===== config.mk =====
export PLATFORM = sky130hd
export DESIGN_NAME = ex2mem_stage
export DESIGN_NICKNAME = d
export VERILOG_FILES = /design/src/rtl/ex2mem_stage.sv
export SDC_FILE = /design/constraint.sdc
export NUM_CORES = 1
export LEC_CHECK = 0
export CORE_AREA = 8 8 153 155
export CTS_BUF_LIST = sky130_fd_sc_hd__clkbuf_8
export CTS_CLUSTER_DIAMETER = 80
export DETAILED_ROUTE_END_ITERATION = 8
export DIE_AREA = 0 0 161 163
export PLACE_DENSITY = 0.73
export SYNTH_ARGS = -nofsm -noshare
export SYNTH_HDL_FRONTEND = slang
export SYNTH_SLANG_ARGS = --single-unit
export TNS_END_PERCENT = 20

===== constraint.sdc =====
create_clock -name clk -period 7.7 [get_ports clk]
set_input_delay 0.77 -clock clk [delete_from_list [all_inputs] [get_ports clk]]
set_output_delay 0.77 -clock clk [all_outputs]
set_load 0.05 [all_outputs]

===== src/rtl/ex2mem_stage.sv =====
// ---------------------------------------------------------------------------
// ex2mem_stage
//
// Pipeline register between the execute and memory stages. It also produces
// the ex2mem end of the execute-stage forwarding path, and it detects
// load-use hazards against the instruction it currently holds.
//
// Each rising edge, in priority order:
//   flush      -> bubble (all fields cleared)
//   mem stall  -> hold every field
//   load-use   -> bubble (the load moves on to mem2wb; the consumer re-executes
//                 and then forwards from mem2wb instead)
//   otherwise  -> capture the execute-stage inputs
//
// Optional feature macro: EX2MEM_PERF_CNT_EN
//   When defined, ex2mem_stall_cnt_o is present. It is a 64-bit count of the
//   edges on which a load-use bubble was actually inserted.
//
// Ports:
//   clk, rst                  clock; asynchronous active-high reset
//   ex2mem_valid_i            execute stage holds a real instruction
//   ex2mem_rd_en_i            instruction writes rd
//   ex2mem_rd_index_i [4:0]   destination register index
//   ex2mem_rd_data_i  [63:0]  ALU result or effective address
//   ex2mem_rs2_data_i [63:0]  store data
//   ex2mem_mem_read_i         instruction is a load
//   ex2mem_mem_write_i        instruction is a store
//   ex2mem_inst_addr_i [63:0] PC of the instruction
//   ex2mem_rs1_src_ex2mem_i   execute stage takes rs1 from this forward
//   ex2mem_rs2_src_ex2mem_i   execute stage takes rs2 from this forward
//   ex2mem_mem_stall_i        memory stage busy; hold the register
//   ex2mem_flush_i            kill the contents
//   ex2mem_*_o                registered copies (flags gated by valid)
//   ex2mem_load_use_stall_o   combinational stall request to IF/ID/EX
//   ex2mem_stall_cnt_o [63:0] load-use bubble count (EX2MEM_PERF_CNT_EN only)
// ---------------------------------------------------------------------------
module ex2mem_stage (
  input  logic        clk,
  input  logic        rst,
  input  logic        ex2mem_valid_i,
  input  logic        ex2mem_rd_en_i,
  input  logic [4:0]  ex2mem_rd_index_i,
  input  logic [63:0] ex2mem_rd_data_i,
  input  logic [63:0] ex2mem_rs2_data_i,
  input  logic        ex2mem_mem_read_i,
  input  logic        ex2mem_mem_write_i,
  input  logic [63:0] ex2mem_inst_addr_i,
  input  logic        ex2mem_rs1_src_ex2mem_i,
  input  logic        ex2mem_rs2_src_ex2mem_i,
  input  logic        ex2mem_mem_stall_i,
  input  logic        ex2mem_flush_i,
  output logic        ex2mem_valid_o,
  output logic        ex2mem_rd_en_o,
  output logic [4:0]  ex2mem_rd_index_o,
  output logic [63:0] ex2mem_rd_data_o,
  output logic [63:0] ex2mem_rs2_data_o,
  output logic        ex2mem_mem_read_o,
  output logic        ex2mem_mem_write_o,
  output logic [63:0] ex2mem_inst_addr_o,
  output logic        ex2mem_load_use_stall_o
`ifdef EX2MEM_PERF_CNT_EN
  ,
  output logic [63:0] ex2mem_stall_cnt_o
`endif
);

  logic        valid_q;
  logic        rd_en_q;
  logic [4:0]  rd_index_q;
  logic [63:0] rd_data_q;
  logic [63:0] rs2_data_q;
  logic        mem_read_q;
  logic        mem_write_q;
  logic [63:0] inst_addr_q;

  logic        load_use_stall;

  // A held load hazards only if the consumer actually selects this forward.
  assign load_use_stall = valid_q & mem_read_q &
                          (ex2mem_rs1_src_ex2mem_i | ex2mem_rs2_src_ex2mem_i);

  // Pipeline register. A write to x0 is captured with rd_en cleared so that
  // it never shows up on the forwarding path.
  always_ff @(posedge clk or posedge rst) begin
    if (rst) begin
      valid_q     <= 1'b0;
      rd_en_q     <= 1'b0;
      rd_index_q  <= '0;
      rd_data_q   <= '0;
      rs2_data_q  <= '0;
      mem_read_q  <= 1'b0;
      mem_write_q <= 1'b0;
      inst_addr_q <= '0;
    end else if (ex2mem_flush_i) begin
      valid_q     <= 1'b0;
      rd_en_q     <= 1'b0;
      rd_index_q  <= '0;
      rd_data_q   <= '0;
      rs2_data_q  <= '0;
      mem_read_q  <= 1'b0;
      mem_write_q <= 1'b0;
      inst_addr_q <= '0;
    end else if (ex2mem_mem_stall_i) begin
      valid_q     <= valid_q;
      rd_en_q     <= rd_en_q;
      rd_index_q  <= rd_index_q;
      rd_data_q   <= rd_data_q;
      rs2_data_q  <= rs2_data_q;
      mem_read_q  <= mem_read_q;
      mem_write_q <= mem_write_q;
      inst_addr_q <= inst_addr_q;
    end else if (load_use_stall) begin
      valid_q     <= 1'b0;
      rd_en_q     <= 1'b0;
      rd_index_q  <= '0;
      rd_data_q   <= '0;
      rs2_data_q  <= '0;
      mem_read_q  <= 1'b0;
      mem_write_q <= 1'b0;
      inst_addr_q <= '0;
    end else begin
      valid_q     <= ex2mem_valid_i;
      rd_en_q     <= ex2mem_valid_i & ex2mem_rd_en_i & (ex2mem_rd_index_i != 5'd0);
      rd_index_q  <= ex2mem_rd_index_i;
      rd_data_q   <= ex2mem_rd_data_i;
      rs2_data_q  <= ex2mem_rs2_data_i;
      mem_read_q  <= ex2mem_valid_i & ex2mem_mem_read_i;
      mem_write_q <= ex2mem_valid_i & ex2mem_mem_write_i;
      inst_addr_q <= ex2mem_inst_addr_i;
    end
  end

  assign ex2mem_valid_o          = valid_q;
  assign ex2mem_rd_en_o          = valid_q & rd_en_q;
  assign ex2mem_rd_index_o       = rd_index_q;
  assign ex2mem_rd_data_o        = rd_data_q;
  assign ex2mem_rs2_data_o       = rs2_data_q;
  assign ex2mem_mem_read_o       = valid_q & mem_read_q;
  assign ex2mem_mem_write_o      = valid_q & mem_write_q;
  assign ex2mem_inst_addr_o      = inst_addr_q;
  assign ex2mem_load_use_stall_o = load_use_stall;

`ifdef EX2MEM_PERF_CNT_EN
  logic [63:0] stall_cnt_q;

  // Counts only edges where the load-use bubble is really inserted: a held
  // or flushed register does not count. Wraps naturally at 2^64.
  always_ff @(posedge clk or posedge rst) begin
    if (rst) begin
      stall_cnt_q <= '0;
    end else if (load_use_stall && !ex2mem_mem_stall_i && !ex2mem_flush_i) begin
      stall_cnt_q <= stall_cnt_q + 64'd1;
    end
  end

  assign ex2mem_stall_cnt_o = stall_cnt_q;
`endif

endmodule


### Word-level counts from Yosys, hierarchy flattened

Index checks and enable logic that the tools add are counted.

* register bits: 201
* input port bits: 207
* output and inout port bits: 202
* logic and storage cells: 43

* mux-type cells: 24
* reduce and logical (&&, ||, !) cells: 1
* bitwise logic cells: 9
* eq/ne operators: 1

Operators with widths (count)
* $mux W64: 9
* $mux W5: 3
* $mux W1: 12
* $and A1 B1 Y1: 8
* $reduce_bool A5 Y1: 1
* $ne A2 B1 Y1 const B: 1
* $or A1 B1 Y1: 1

### Logic depth before layout (Yosys ltp)

Gate-level depths: netlist of the first run.

* depth after elaboration: 5
* gate-level depth with buffers: 5
* mapped depth without buffers: 3

### Least setup slack after synthesis of the first run

No wires, ideal clock.

* kind: input to output
* start: in ex2mem_rs2_src_ex2mem_i
* end: out ex2mem_load_use_stall_o
* stages on the path: 1
* required time: 6930 ps
* arrival: 1202 ps
* setup slack: 5728 ps
* cells stage by stage: o211a_1

* longest elaborated chain between the ends: 2

RTL lines
* start: declaration: line 49 `input logic ex2mem_rs2_src_ex2mem_i,`
* $or A1 B1 Y1: line 80 `(ex2mem_rs1_src_ex2mem_i | ex2mem_rs2_src_ex2mem_i);`
* $and A1 B1 Y1: line 79 `assign load_use_stall = valid_q & mem_read_q &`
* end: declaration: line 60 `output logic ex2mem_load_use_stall_o`

No other way between the ends.

### Worst setup path after layout of the first run

Ends and elaborated chain as after synthesis.

==> out/qor.csv, run 1 <==
stage,metric,value,unit
finish,fin_area,12100,um^2
power,power_switching,797,uW
timing,rsz0062_at_grt,false,
timing,tightest_slew,1.12,ns
cts,insertion_delay,0.50,ns
min_path,min_from,rd_en_q,
global_routing,antenna_found_initial,2,
synthesis,async_flop_share,100,%
timing,finClkSkew,0.0186,ns
run_status,status,"finished, final reports clean",
min_path,min_to,rd_en_q,
synthesis,synth_common_cells,"201 x dfrtp_1, 198 x a22o_1, 19 x buf_4, 16 x clkbuf_1, 6 x buf_2",
synthesis,ys_types,14,
power,pwr-share-seq,41.1,%
min_path,hold_path_depth,1,
min_path,hp-class,register to register,
cts,cts.reportedPaths.clkPinSlew,0.06,ns
power,combPwrFrac,20.3,%
power,ir_drop,136,uV
cts,htree_levels,2,
finish,diodes,0,
finish,seq_area,5030,um^2
route,drc,0,
global_routing,track_usage,18.1,%
cts,cts_hold_buf,0,
floorplan,initial_core_util,34.1,%
finish,fillers,1707,
job,drv_cap,0,
power,p_int,2000,uW
placement,placed_area,11300,um^2
global_routing,overflow,0,
power,leakage,0.00546,uW
timing,fin_crit_sh,39.6,%
critical_path,ff2ff_setup_slack,5.38,ns
synthesis,synth.largest_area_cell,dfrtp_1,
synthesis,syn_nets,662,
floorplan,placementRows,53,
route,dr.pass1.iters,5,
critical_path,worst_ep_arrival_time,2.28,ns
synthesis,synthTopCellsByArea,"dfrtp_1 71%, a22o_1 24%, buf_4 2.0%, clkbuf_1 0.85%, a32o_1 0.42%",
power,switching_share,28.5,%
finish,area_growth,70.8,%
timing,slew_viol_final,0,
cts,cts_resized,0,
placement,io_buffers,408,
cts,clock_path_buffers,3,
synthesis,synth_area,7100,um^2
synthesis,synth_edf_count,0,
floorplan,die_area,26200,um^2
power,cellPowerDensity,231,nW/um^2
synthesis,avgSynthCellArea,15.6,um^2
synthesis,yosys.area.top_type_share,70.8,%
global_routing,first_global_vias,5988,
critical_path,end_kind,output port,
route,detail-route-antenna-nets,0,
timing,timing.hold.ws,0.488,ns
synthesis,yosys_most_used_dff,dfrtp_1,
timing,fmax,328,MHz
route,via_per_inst,4.95,
placement,hpwl,18.0,mm
cts,cts_made_buffers,36,
timing,setup_viol,0,
finish,final_util,58.3,%
route,wl,24.9,mm
timing,hold_viol_final,0,
route,drtIter0Drc,342,
placement,gp_congestion,0.778,
critical_path,r2r_end,ex2mem_rd_data_o[24],
finish,layout-drive-gt1-share,6.90,%
cts,cts_sinks,201,
route,num_vias,5738,
critical_path,ff2ff_path_depth,4,
finish,nets,1069,
synthesis,synth-seq-area-share,70.8,%
cts,post_cts_buffers,0,
floorplan,io_pins,409,
power,clkPwrFrac,38.6,%
cts,clock-root-buffer,clkbuf_8,
critical_path,r2r-start,ex2mem_valid_o,
floorplan,die_w,161,um
cts,cts_tree,yes,
critical_path,crit_fanout,2,
route,wire_per_inst,21.5,um
timing,max_slew_margin,25.5,%
timing,min_period,3.05,ns
critical_path,required,6.93,ns
global_routing,grt_pass1_wl,37.3,mm
synthesis,synth_most_common_cell,dfrtp_1,
synthesis,ys_ff_latch,201,
timing,setup_tns,0,ns
critical_path,path_class,primary input to output port,
synthesis,synthCells,455,
global_routing,grt_max_degree,136,
floorplan,die_h,163,um
floorplan,core_area,20800,um^2
finish,multi_input_area,1840,um^2
critical_path,crit_path_start_kind,primary input,
synthesis,yosysWarningCount,0,
state kept, by name, indices dropped and copies added, names as in the netlist:
register,cells
ex2mem_valid_o,1
ex2mem_rd_data_o,64
ex2mem_inst_addr_o,64
ex2mem_rs2_data_o,64
mem_write_q,1
mem_read_q,1
rd_en_q,1
ex2mem_rd_index_o,5
worst max path at each step:
| stage | start | endpoint | slack (ns) | depth (start not counted) |
|---|---|---|---|---|
| after global placement | ex2mem_rs2_src_ex2mem_i | ex2mem_rd_data_o[22] | 4.62 | 5 |
| after detailed placement | ex2mem_rs2_src_ex2mem_i | ex2mem_rd_data_o[24] | 4.64 | 5 |
| after floorplan | rst | ex2mem_inst_addr_o[0] | 1.45 | 1 |
| after CTS | ex2mem_rs2_src_ex2mem_i | ex2mem_load_use_stall_o | 4.64 | 3 |
| after global routing | ex2mem_rs2_src_ex2mem_i | ex2mem_load_use_stall_o | 4.60 | 3 |
| final | ex2mem_rs2_src_ex2mem_i | ex2mem_load_use_stall_o | 4.65 | 3 |
final cells by class:
class / count / share of cell area (%)
inverters: 1 / 0.0928
multi-input cells: 209 / 15.2
clock buffers: 48 / 5.45
flip-flops and latches: 201 / 41.5
clock inverters: 12 / 1.04
well taps: 275 / 2.84
repair buffers: 413 / 34.0
power groups by stage:
stage	Sequential, uW	Combinational [uW]	Clock (uW)
after floorplan	1370	102	0
after global routing	1160	592	1180
after detailed placement	1170	573	0
after global placement	1170	569	0
after CTS	1150	574	1120
final	1150	567	1080
metal layers:
metal  share of wire (%)  track usage, %  vias up
met5                0.11               0        -
met4                 3.0            6.94        4
met3                 9.0            6.67       56
met2                  49            29.8      262
met1                  38            21.2     2827
li1                    -               -     2589
cell families (layout without fill, tap and decap cells):
group	Yosys count	after routing	share of synthesized area, %
AO/OA/AOI/OAI	203	203	25.1
flip-flops	201	201	70.8
buffers and inverters	45	474	3.49
AND/OR/NAND/NOR	6	6	0.599
worst max-delay path, cell delays in order:
cell,delay (ns)
clkdlybuf4s50_1,0.45
o211a_1,0.22
clkdlybuf4s50_1,0.84
cell usage in the layout (no fill, tap or decap):
cell,n
buf_4,5
clkbuf_8,48
clkdlybuf4s50_1,408
nor2b_4,1
bufinv_16,3
dfrtp_1,201
or4_1,1
o21a_1,1
o211a_1,1
and2_1,3
nor3_4,1
clkinv_2,2
inv_1,7
a22o_1,198
inv_8,1
a32o_1,3
per-stage QoR:
stage	total power, uW	std cells	worst slack (ns)
2_1_floorplan	1480	455	1.45
3_3_place_gp	1740	1099	4.62
3_5_place_dp	1740	1099	4.64
4_1_cts	2840	1159	4.64
5_1_grt	2930	1159	4.60
6_report	2800	1159	4.65
No activity file was read; power rests on OpenSTA's default activity.
==> run 2, diff against run 1 <==
==> constraint.sdc (replaced) <==
create_clock -name clk -period 3.1 [get_ports clk]
set_input_delay 0.31 -clock clk [delete_from_list [all_inputs] [get_ports clk]]
set_output_delay 0.31 -clock clk [all_outputs]
set_load 0.05 [all_outputs]
==> run 2 against run 1 <==
  * Non-clock buffer count up 14
  * Sequential power up 150%
  * Clock power up 120%
  * First-iteration DRC count unchanged
==> out/qor.csv, run 2 (synthesis gave the netlist of run 1 again) <==
stage,metric,value,unit
timing,slew_viol_final,0,
critical_path,end_kind,output port,
placement,gp_congestion,0.826,
global_routing,grt_max_degree,103,
job,drv_cap,0,
critical_path,crit_fanout,6,
timing,tightest_slew,0.578,ns
route,num_vias,5882,
cts,cts_tree,yes,
timing,setup_viol,0,
power,cellPowerDensity,549,nW/um^2
global_routing,grtUsageMet3,6.85,%
cts,clock-root-buffer,clkbuf_8,
timing,fin_crit_sh,76.8,%
critical_path,slowest_stage,clkdlybuf4s50_1,
global_routing,first_global_vias,6288,
timing,fmax,420,MHz
route,detail-route-antenna-nets,0,
critical_path,required,2.79,ns
cts,cts_sinks,201,
cts,insertion_delay,0.51,ns
timing,min_period,2.38,ns
cts,cts_made_buffers,35,
global_routing,gr-usage-met2,30.8,%
min_path,hp-class,primary input to async pin,
global_routing,antenna_found_initial,0,
finish,nets,1082,
route,wire_per_inst,21.7,um
placement,placed_area,11600,um^2
finish,fin_area,12300,um^2
finish,layout-drive-gt1-share,7.69,%
cts,cts_hold_buf,0,
route,wl,25.4,mm
critical_path,path_class,register to output port,
floorplan,die_w,161,um
power,ir_drop,275,uV
timing,max_slew_margin,61.4,%
cts,htree_levels,2,
timing,finClkSkew,0.0304,ns
timing,timing.hold.ws,0.155,ns
cts,cts_resized,0,
power,p_total,6730,uW
critical_path,path_cells,o211a_1 -> clkdlybuf4s50_1,
critical_path,slowest_delay,0.83,ns
global_routing,met1_usage,22.1,%
route,via_per_inst,5.01,
finish,area_growth,72.8,%
finish,fillers,1705,
cts,post_cts_buffers,0,
global_routing,overflow,0,
critical_path,crit_buf_inv,1,
floorplan,die_h,163,um
timing,hold_viol_final,0,
power,leakage,0.00553,uW
floorplan,placementRows,53,
finish,mostFrequentLayoutCells,"408 x clkdlybuf4s50_1, 201 x dfrtp_1, 198 x a22o_1",
floorplan,initial_core_util,34.1,%
route,drtIter0Drc,342,
floorplan,core_area,20800,um^2
floorplan,die_area,26200,um^2
run_status,status,"finished, final reports clean",
placement,io_buffers,408,
cts,clock_path_buffers,3,
global_routing,busiest_layer,met2,
route,dr.pass1.iters,4,
floorplan,io_pins,409,
timing,rsz0062_at_grt,false,
critical_path,worst_ep_arrival_time,2.07,ns
critical_path,cp_top_family,buffers and inverters,
global_routing,track_usage,18.6,%
critical_path,crit_path_start_kind,register,
timing,setup_tns,0,ns
route,drc,0,
global_routing,grt_pass1_wl,38.2,mm
finish,layout_commonest_cell,clkdlybuf4s50_1,
placement,hpwl,18.9,mm
cts,cts.reportedPaths.clkPinSlew,0.07,ns
[run 2: worst paths after layout]
| path | cells past startpoint | slack [ns] | endpoint | startpoint |
|---|---|---|---|---|
| worst max-delay path | 2 | 0.72 | ex2mem_load_use_stall_o | ex2mem_valid_o |
| worst min-delay path | 2 | 0.16 | ex2mem_rd_data_o[28] | rst |
| worst max register to register | 4 | 1.44 | ex2mem_rd_data_o[11] | ex2mem_valid_o |
| worst min register to register | 1 | 0.49 | rd_en_q | rd_en_q |
| max in group asynchronous | 4 | 2.06 | ex2mem_rs2_data_o[37] | rst |
| min in group clk | 2 | 0.40 | ex2mem_rs2_data_o[13] | ex2mem_rs2_data_i[13] |
[run 2: through the flow]
stage	util [%]	setup slack, ns	instances
after floorplan	-	0.188	455
after global placement	55.6	0.939	1113
after detailed placement	55.6	0.932	1113
after CTS	58.9	0.691	1172
after global routing	58.9	0.654	1172
final	58.9	0.721	1173
[run 2: final cells by class]
type | instances | area (um^2) | area share [%]
flip-flops and latches | 201 | 5030 | 41.0
inverters | 1 | 7.51 | 0.0612
clock buffers | 42 | 578 | 4.71
well taps | 275 | 344 | 2.80
repair buffers | 427 | 4350 | 35.5
multi-input cells | 209 | 1840 | 15.0
diodes | 1 | 2.50 | 0.0204
clock inverters | 17 | 120 | 0.979
[run 2: report_power, final]
part | total [uW] | internal [uW] | switching [uW] | leakage (uW)
sequential | 2860 | 2770 | 87.3 | 0.00268
combinational | 1450 | 606 | 840 | 0.00245
clock | 2430 | 1390 | 1040 | 0.000406
total | 6730 | 4770 | 1970 | 0.00553
[run 2: worst reg2reg max path, stage by stage, from the launching register on]
cell and delay, ns:
dfrtp_1 0.47, o211a_1 0.22, nor3_4 0.23, buf_12 0.37, a22o_1 0.33
[run 2: routing by layer]
layer  part of all wire [%]  vias up
li1                       -     2611
met1                     40     2925
met2                     49      299
met3                    9.1       47
met4                    2.3        0
met5                      0        -
